### src/rtl/qpp_ind_gen.sv
// QPP interleaver index generator: emits (i, pi(i)) per cycle, pi computed incrementally.
// Optional downstream stall enabled by defining QPP_IND_GEN_HOLD_EN.
module qpp_ind_gen #(
  parameter int unsigned IDX_W    = 14,
  parameter int unsigned K_SMALL  = 1056,
  parameter int unsigned F1_SMALL = 17,
  parameter int unsigned F2_SMALL = 66,
  parameter int unsigned K_LARGE  = 6144,
  parameter int unsigned F1_LARGE = 263,
  parameter int unsigned F2_LARGE = 480
) (
  input  logic             clock,
  input  logic             reset,
  input  logic             k,
  input  logic             ready,
  input  logic             hold,
  output logic [IDX_W-1:0] out,
  output logic [IDX_W-1:0] out_pi,
  output logic             valid,
  output logic             k_out,
  output logic             done
);

  typedef enum logic [1:0] {StIdle, StCount, StDone1, StDone2} state_e;

  localparam logic [IDX_W:0]   KSmall    = (IDX_W + 1)'(K_SMALL);
  localparam logic [IDX_W:0]   KLarge    = (IDX_W + 1)'(K_LARGE);
  localparam logic [IDX_W-1:0] LastSmall = IDX_W'(K_SMALL - 1);
  localparam logic [IDX_W-1:0] LastLarge = IDX_W'(K_LARGE - 1);
  localparam logic [IDX_W-1:0] G0Small   = IDX_W'((F1_SMALL + F2_SMALL) % K_SMALL);
  localparam logic [IDX_W-1:0] G0Large   = IDX_W'((F1_LARGE + F2_LARGE) % K_LARGE);
  localparam logic [IDX_W-1:0] DSmall    = IDX_W'((2 * F2_SMALL) % K_SMALL);
  localparam logic [IDX_W-1:0] DLarge    = IDX_W'((2 * F2_LARGE) % K_LARGE);

  state_e           state_q;
  logic [IDX_W-1:0] cnt_q;
  logic [IDX_W-1:0] pi_q;
  logic [IDX_W-1:0] g_q;
  logic             kout_q;
  logic             valid_q;
  logic             done_q;

  logic [IDX_W:0]   k_mod;
  logic [IDX_W-1:0] k_last;
  logic [IDX_W-1:0] d_sel;
  logic [IDX_W-1:0] pi_next;
  logic [IDX_W-1:0] g_next;
  logic             step;

  // Both operands are already reduced, so a single conditional subtract suffices.
  function automatic logic [IDX_W-1:0] mod_add(input logic [IDX_W-1:0] a,
                                               input logic [IDX_W-1:0] b,
                                               input logic [IDX_W:0]   m);
    logic [IDX_W:0] sum;
    sum = {1'b0, a} + {1'b0, b};
    if (sum >= m) begin
      sum = sum - m;
    end
    return sum[IDX_W-1:0];
  endfunction

`ifdef QPP_IND_GEN_HOLD_EN
  assign step = ~hold;
`else
  logic unused_hold;
  assign unused_hold = hold;
  assign step        = 1'b1;
`endif

  always_comb begin
    k_mod   = kout_q ? KLarge : KSmall;
    k_last  = kout_q ? LastLarge : LastSmall;
    d_sel   = kout_q ? DLarge : DSmall;
    pi_next = mod_add(pi_q, g_q, k_mod);
    g_next  = mod_add(g_q, d_sel, k_mod);
  end

  always_ff @(posedge clock) begin
    if (reset) begin
      state_q <= StIdle;
      cnt_q   <= '0;
      pi_q    <= '0;
      g_q     <= '0;
      kout_q  <= 1'b0;
      valid_q <= 1'b0;
      done_q  <= 1'b0;
    end else begin
      unique case (state_q)
        StIdle: begin
          cnt_q <= '0;
          pi_q  <= '0;
          if (ready) begin
            kout_q  <= k;
            g_q     <= k ? G0Large : G0Small;
            valid_q <= 1'b1;
            state_q <= StCount;
          end
        end
        StCount: begin
          if (step) begin
            if (cnt_q == k_last) begin
              valid_q <= 1'b0;
              done_q  <= 1'b1;
              state_q <= StDone1;
            end else begin
              cnt_q <= cnt_q + IDX_W'(1);
              pi_q  <= pi_next;
              g_q   <= g_next;
            end
          end
        end
        StDone1: begin
          state_q <= StDone2;
        end
        StDone2: begin
          // Clear here so the first IDLE cycle already shows zero indices.
          cnt_q   <= '0;
          pi_q    <= '0;
          done_q  <= 1'b0;
          state_q <= StIdle;
        end
        default: begin
          valid_q <= 1'b0;
          done_q  <= 1'b0;
          state_q <= StIdle;
        end
      endcase
    end
  end

  assign out    = cnt_q;
  assign out_pi = pi_q;
  assign valid  = valid_q;
  assign done   = done_q;
  assign k_out  = kout_q;

endmodule
### config.mk
export PLATFORM = sky130hd
export DESIGN_NAME = qpp_ind_gen
export DESIGN_NICKNAME = d
export VERILOG_FILES = /design/src/rtl/qpp_ind_gen.sv
export SDC_FILE = /design/constraint.sdc
export NUM_CORES = 1
export LEC_CHECK = 0
export ABC_AREA = 0
export ABC_CLOCK_PERIOD_IN_PS = 5200
export CAP_MARGIN = 20
export CORE_MARGIN = 10
export CORE_UTILIZATION = 50
export CTS_CLUSTER_DIAMETER = 150
export DETAILED_ROUTE_END_ITERATION = 6
export MAX_ROUTING_LAYER = met4
export PLACE_DENSITY = 0.84
export SKIP_CTS_REPAIR_TIMING = 1
export SYNTH_ARGS = -nofsm -noshare
export SYNTH_HDL_FRONTEND = slang
export SYNTH_SLANG_ARGS = --single-unit
### constraint.sdc
create_clock -name clock -period 5.2 [get_ports clock]
set_input_delay 1.04 -clock clock [delete_from_list [all_inputs] [get_ports clock]]
set_output_delay 1.04 -clock clock [all_outputs]
set_load 0.1 [all_outputs]
; ---- Word level (Yosys, flattened, before mapping)
; Cells that the tools add are included.
[word_totals]
reg_bits = 47
inputBits = 5
output_inout_bits = 31
elab_cells = 53
[classes]
addsub = 5
n_lt_le_gt_ge = 2
n_eq_ne = 7
n_mux = 21
n_reduce_logical = 11
[ops]
columns = operator, n
row1 = two-way mux 14 bit, 6
row2 = one-hot mux 14 bit (2 select lines), 3
row3 = >= comparator 15 x 13 -> 1 bit, 2
row4 = subtractor 14 x 13 -> 14 bit, 2
row5 = two-way mux 13 bit, 2
row6 = two-way mux 10 bit, 2
row7 = adder 14 x 10 -> 15 bit, 1
row8 = adder 14 x 14 -> 15 bit, 1
row9 = "adder 14 x 1 -> 14 bit, second input constant", 1
row10 = equality test 14 x 13 -> 1 bit, 1
row11 = one-hot mux 2 bit (4 select lines), 1
row12 = AND reduction 2 bit, 4
row13 = "inequality test 2 bit, second input constant", 3
row14 = AND reduction 3 bit, 2
row15 = nonzero test 2 bit, 3
row16 = "equality test 2 bit, second input constant", 2
row17 = two-way mux 2 bit, 2
row18 = one-hot mux 1 bit (2 select lines), 2
row19 = two-way mux 1 bit, 3
row20 = "equality test 2 x 1 -> 1 bit, second input constant", 1
row21 = zero test 2 bit, 1
row22 = OR reduction 2 bit, 1

; ---- Logic depth before layout (Yosys ltp)
[logic_depth]
word_depth = 6
ltp_mapped = 19
depth_no_buf = 18

; ---- Least setup slack after synthesis
; Ideal clock, no wire load.
[synth_path]
path_kind = reg2reg
start = reg kout_q, in the netlist k_out
end = reg g_q[7]
setup_ns = 0.103
t_arrival_ns = 4.598
t_required_ns = 5.097
setup_slack_ns = 0.499
path_stages_with_launch = 18
path_buffers = 0
synth_period_minus_slack_ns = 4.701
path_cell_list = dfxtp_1 inv_1 ha_1 ha_1 a211o_4 a21o_1 a21oi_1 nor2_1 xor2_1 ha_1 nor4bb_1 and4_1 nand4_1 o21ai_1 o21ai_1 xor2_1 nor2_1 a2111oi_2
[synth_via]
elab_chain_cells = 6
elab_cells_between_ends = 12
classes_between = 2 x add/sub / 1 x order compare / 2 x eq/ne / 6 x mux / 1 x reduce/logical
[synth_lines]
columns = item, line_no
row1 = from (decl), 39  ; logic kout_q;
row2 = from (signal assigned), 93  ; kout_q <= k;
row3 = two-way mux 10 bit, 73  ; d_sel = kout_q ? DLarge : DSmall;
row4 = adder 14 x 10 -> 15 bit, 55  ; sum = {1'b0, a} + {1'b0, b};
row5 = subtractor 14 x 13 -> 14 bit / >= comparator 15 x 13 -> 1 bit (equally long branches), "57, 56"
row6 = two-way mux 14 bit, 56  ; if (sum >= m) begin
row7 = two-way mux 14 bit, 101  ; if (cnt_q == k_last) begin
row8 = one-hot mux 14 bit (2 select lines), 88  ; unique case (state_q)
row9 = to (signal assigned), 94  ; g_q <= k ? G0Large : G0Small;
row10 = to (signal assigned), 108  ; g_q <= g_next;
row11 = to (decl), 38  ; logic [IDX_W-1:0] g_q;
; Parallel ways exist; a longest one is shown, timed or not. The select of a mux whose other input is x is not followed.
; A chain may end at the register's enable or synchronous reset.

; ---- Final worst setup path
[layout_path]
start = reg g_q[0]
end = reg pi_q[8], in the netlist out_pi[8]
[layout_via]
elab_chain_cells = 5
elab_cells_between_ends = 6
classes_between = 2 x add/sub / 1 x order compare / 3 x mux
[layout_lines]
columns = item, line_no
row1 = adder 14 x 14 -> 15 bit (*), 55
row2 = subtractor 14 x 13 -> 14 bit / >= comparator 15 x 13 -> 1 bit (equally long branches), "57, 56"
row3 = two-way mux 14 bit (*), 56
row4 = two-way mux 14 bit (*), 101
row5 = one-hot mux 14 bit (2 select lines) (*), 88
row6 = to (signal assigned), 107  ; pi_q <= pi_next;
row7 = to (decl), 37  ; logic [IDX_W-1:0] pi_q;
; Mark *: on every way between the ends. The rest lies on a longest branch, timed or not. The select of a mux whose other input is x is not followed.

==> results.txt <==
Largest net degree at the start of global routing: 28
DP Worst Slack: 0.6856 ns
Cell area after placement: 3943 um2
P&R area growth vs syn: 16.82%
PwrDens: 481.2 nW/um2
Top fanout value on the critical path: 9
First-pass DRT Iterations: 5
Share of cells above drive strength 1: 5.365%
Syn Nets: 469
Unique masters post-synth: 60
Synth area leaders: dfxtp_1 (26%), ha_1 (13%), nor2_1 (6.4%)
Critical Path Stages: 18
Run status: finished clean
Setup_tns: 0 ns
Crit path max-delay family: compound AO/OA/AOI/OAI gates
Clock Tree Root: clkbuf_8
Clock latency on the worst-skew pair: 0.31 ns
Finished Cell Area: 4085 um2
Initial Util: 51.47%
CTS Sinks: 46
Post-Syn Instances: 428
Worst Path Arrival: 4.81 ns
Min-delay src: out_pi[11]$_SDFFE_PP0P_
CP Launch Point: g_q[0]$_SDFFE_PP0P_
H-tree Lvls: 2
Antenna Diode Count: 0
GRT Util Overall: 16.21%
CTS Buf Count: 5
Final core utilization: 60.13%
Final setup margin: 0.6006 ns
Setup violators final: 0
Top-count cell post-synth: nor2_1
Max Fclk: 217.4 MHz
Congestion Overflow GR: 0
Die Y: 103.6 um
Synth top cells by count: nor2_1 (60), dfxtp_1 (46), nand2_1 (40), ha_1 (35), a21oi_1 (28)
Slew Limit Fails: 0
Crit share post-route: 88.45%
Ports: 36
Post-DR wirelength/cell: 15.55 um
DRC Markers: 0
First-pass GRT wire length: 14.73 mm
CP Buf/Inv Count: 1
Critical Path Max Stage Delay: 0.45 ns
Required @ worst endpoint: 5.41 ns
Starting DRT DRC Count: 222
Reg2Reg Depth: 18
CP cell instances: ha_1, inv_1, fa_1, nand2b_1, a21o_1, a211o_1, nand2_1, a21o_1, a21oi_1, xnor2_1, ha_1, and3_1, nand3b_1, and4bb_1, a211oi_1, and2_1, o21ai_1, a32o_1
Ys async rst share: 0%
Leak: 1.692 nW
Synth warnings: 0
Yosys reg bits: 46
Minimum clock period: 4.599 ns
Final WL: 8.738 mm
Crit. End Element: register
Num rows: 30
Top-area cell type share of the netlist area: 26.33%
R2r setup slk: 0.60 ns
Routed Antenna Nets: 0
Tot Pwr: 1.966 mW
Drt via density: 5.820
Initial antenna violation count: 0
MaxCap Viol Count: 0
Die width: 103.6 um
Hold Path Class: register to register
Clock buffer depth: 2
Slew headroom: 33.21%
Worst VDD drop: 0.0004542 V
Nets: 506
Worst R2R Start: g_q[0]$_SDFFE_PP0P_
Vias in the first global route: 3118
Dominant synthesized flop cell: dfxtp_1
Startpoint types: register
Final Skew: 0.006811 ns
TritonCTS clock tree: yes
Vias post-DR: 3271
Post-synthesis sequential area ratio: 26.33%
Syn avg cell area: 8.171 um2
Buffers on Ports: 34
Endpoints failing hold: 0
Full die area: 10740 um2
Number of synthesized flops with an enable pin: 0
Reg clk slew, reported paths: 0.09 ns
RSZ-0062 raised after global routing: no
Critical path class: register to register
Final Wtd Congestion: 0.9146
Worst Tran Pin Value: 0.9987 ns
Critical-path top delay cell: dfxtp_1
Critical path endpoint: out_pi[8]$_SDFFE_PP0P_
Worst r2r dst: out_pi[8]$_SDFFE_PP0P_
Syn Std Cell Area: 3497 um2
HPWL after DPL: 6.631 mm
Core area: 6794 um2
Area leader, netlist: dfxtp_1
cell type report:
cell class                      count  area [um2]
Inverter                           10       37.54
Timing Repair Buffer               38       370.4
Clock buffer                        6       82.58
Clock inverter                      2       60.06
Sequential cell                    46       920.9
Fill cell                         590        2709
Tap cell                           96       120.1
Multi-Input combinational cell    364        2494
worst register-to-register path: stages, from the launching register on:
cell and delay, ns:
dfxtp_1 0.45, ha_1 0.21, inv_1 0.06, fa_1 0.40
nand2b_1 0.18, a21o_1 0.20, a211o_1 0.29, nand2_1 0.11
a21o_1 0.13, a21oi_1 0.07, xnor2_1 0.24, ha_1 0.35
and3_1 0.26, nand3b_1 0.09, and4bb_1 0.18, a211oi_1 0.40
and2_1 0.44, o21ai_1 0.15, a32o_1 0.28
per-layer routing:
metal / vias to the layer above / track usage, % / share of wire (%)
met2: 100 / 26.26 / 48
met1: 1523 / 19.13 / 44
met5: - / - / 0
met4: 0 / 6.452 / 2.3
met3: 22 / 3.408 / 6.0
li1: 1626 / - / -
state kept, by name, summed over array words and instances (netlist names):
register	cells
done	1
out	14
g_q	13
state_q	2
k_out	1
out_pi	14
valid	1
power breakdown:
part	internal, mW	total [mW]	switching (mW)
Combinational	0.424	1.16	0.733
Sequential	0.405	0.471	0.0662
Clock	0.205	0.338	0.133
Total	1.03	1.97	0.932
cell usage in the layout (no fill, tap or decap), types with 3 or more instances in the layout:
cell             count
dfxtp_1             46
ha_1                35
o21ai_1              9
nand2b_1             8
o21a_1               3
nor3_1              11
a22oi_1              6
nor2b_1              3
o21ai_0             14
nor3b_1              3
or3_1                3
clkbuf_8             6
nand4_1              8
buf_4                4
xnor2_1             18
nand2_1             40
and3_1               5
a21oi_1             28
nand3_1             15
a21o_1              15
mux2i_1              8
clkdlybuf4s50_1     34
xor2_1              21
nor2_1              60
a211oi_1             3
inv_1               10
and2_1               4
cell families after synthesis:
logic type	Yosys count	share of synthesized area (%)
AOI/OAI and AO/OA	107	21.22
adders and majority gates	36	13.09
and+or+nand+nor	172	23.69
muxes	8	2.290
DFF	46	26.33
buffers and inverters	18	2.361
xor gates and xnor gates	41	11.02
stage by stage:
stage | instances | hold WS, ns
6_report | 562 | 0.4976
5_1_grt | 562 | 0.5128
4_1_cts | 562 | 0.4968
3_5_place_dp | 554 | 0.4779
3_3_place_gp | 554 | 0.4765
2_1_floorplan | 428 | 0.4483
worst min path at each step:
stage | end | slack (ns) | cells past startpoint
finish | out_pi[11]$_SDFFE_PP0P_ | 0.50 | 2
detailed placement | g_q[8]$_SDFFE_PP0P_ | 0.48 | 2
global route | out_pi[10]$_SDFFE_PP0P_ | 0.51 | 2
floorplan | g_q[8]$_SDFFE_PP0P_ | 0.45 | 2
CTS | g_q[8]$_SDFFE_PP0P_ | 0.50 | 2
global placement | g_q[8]$_SDFFE_PP0P_ | 0.48 | 2
(Power assumes the default switching activity.)
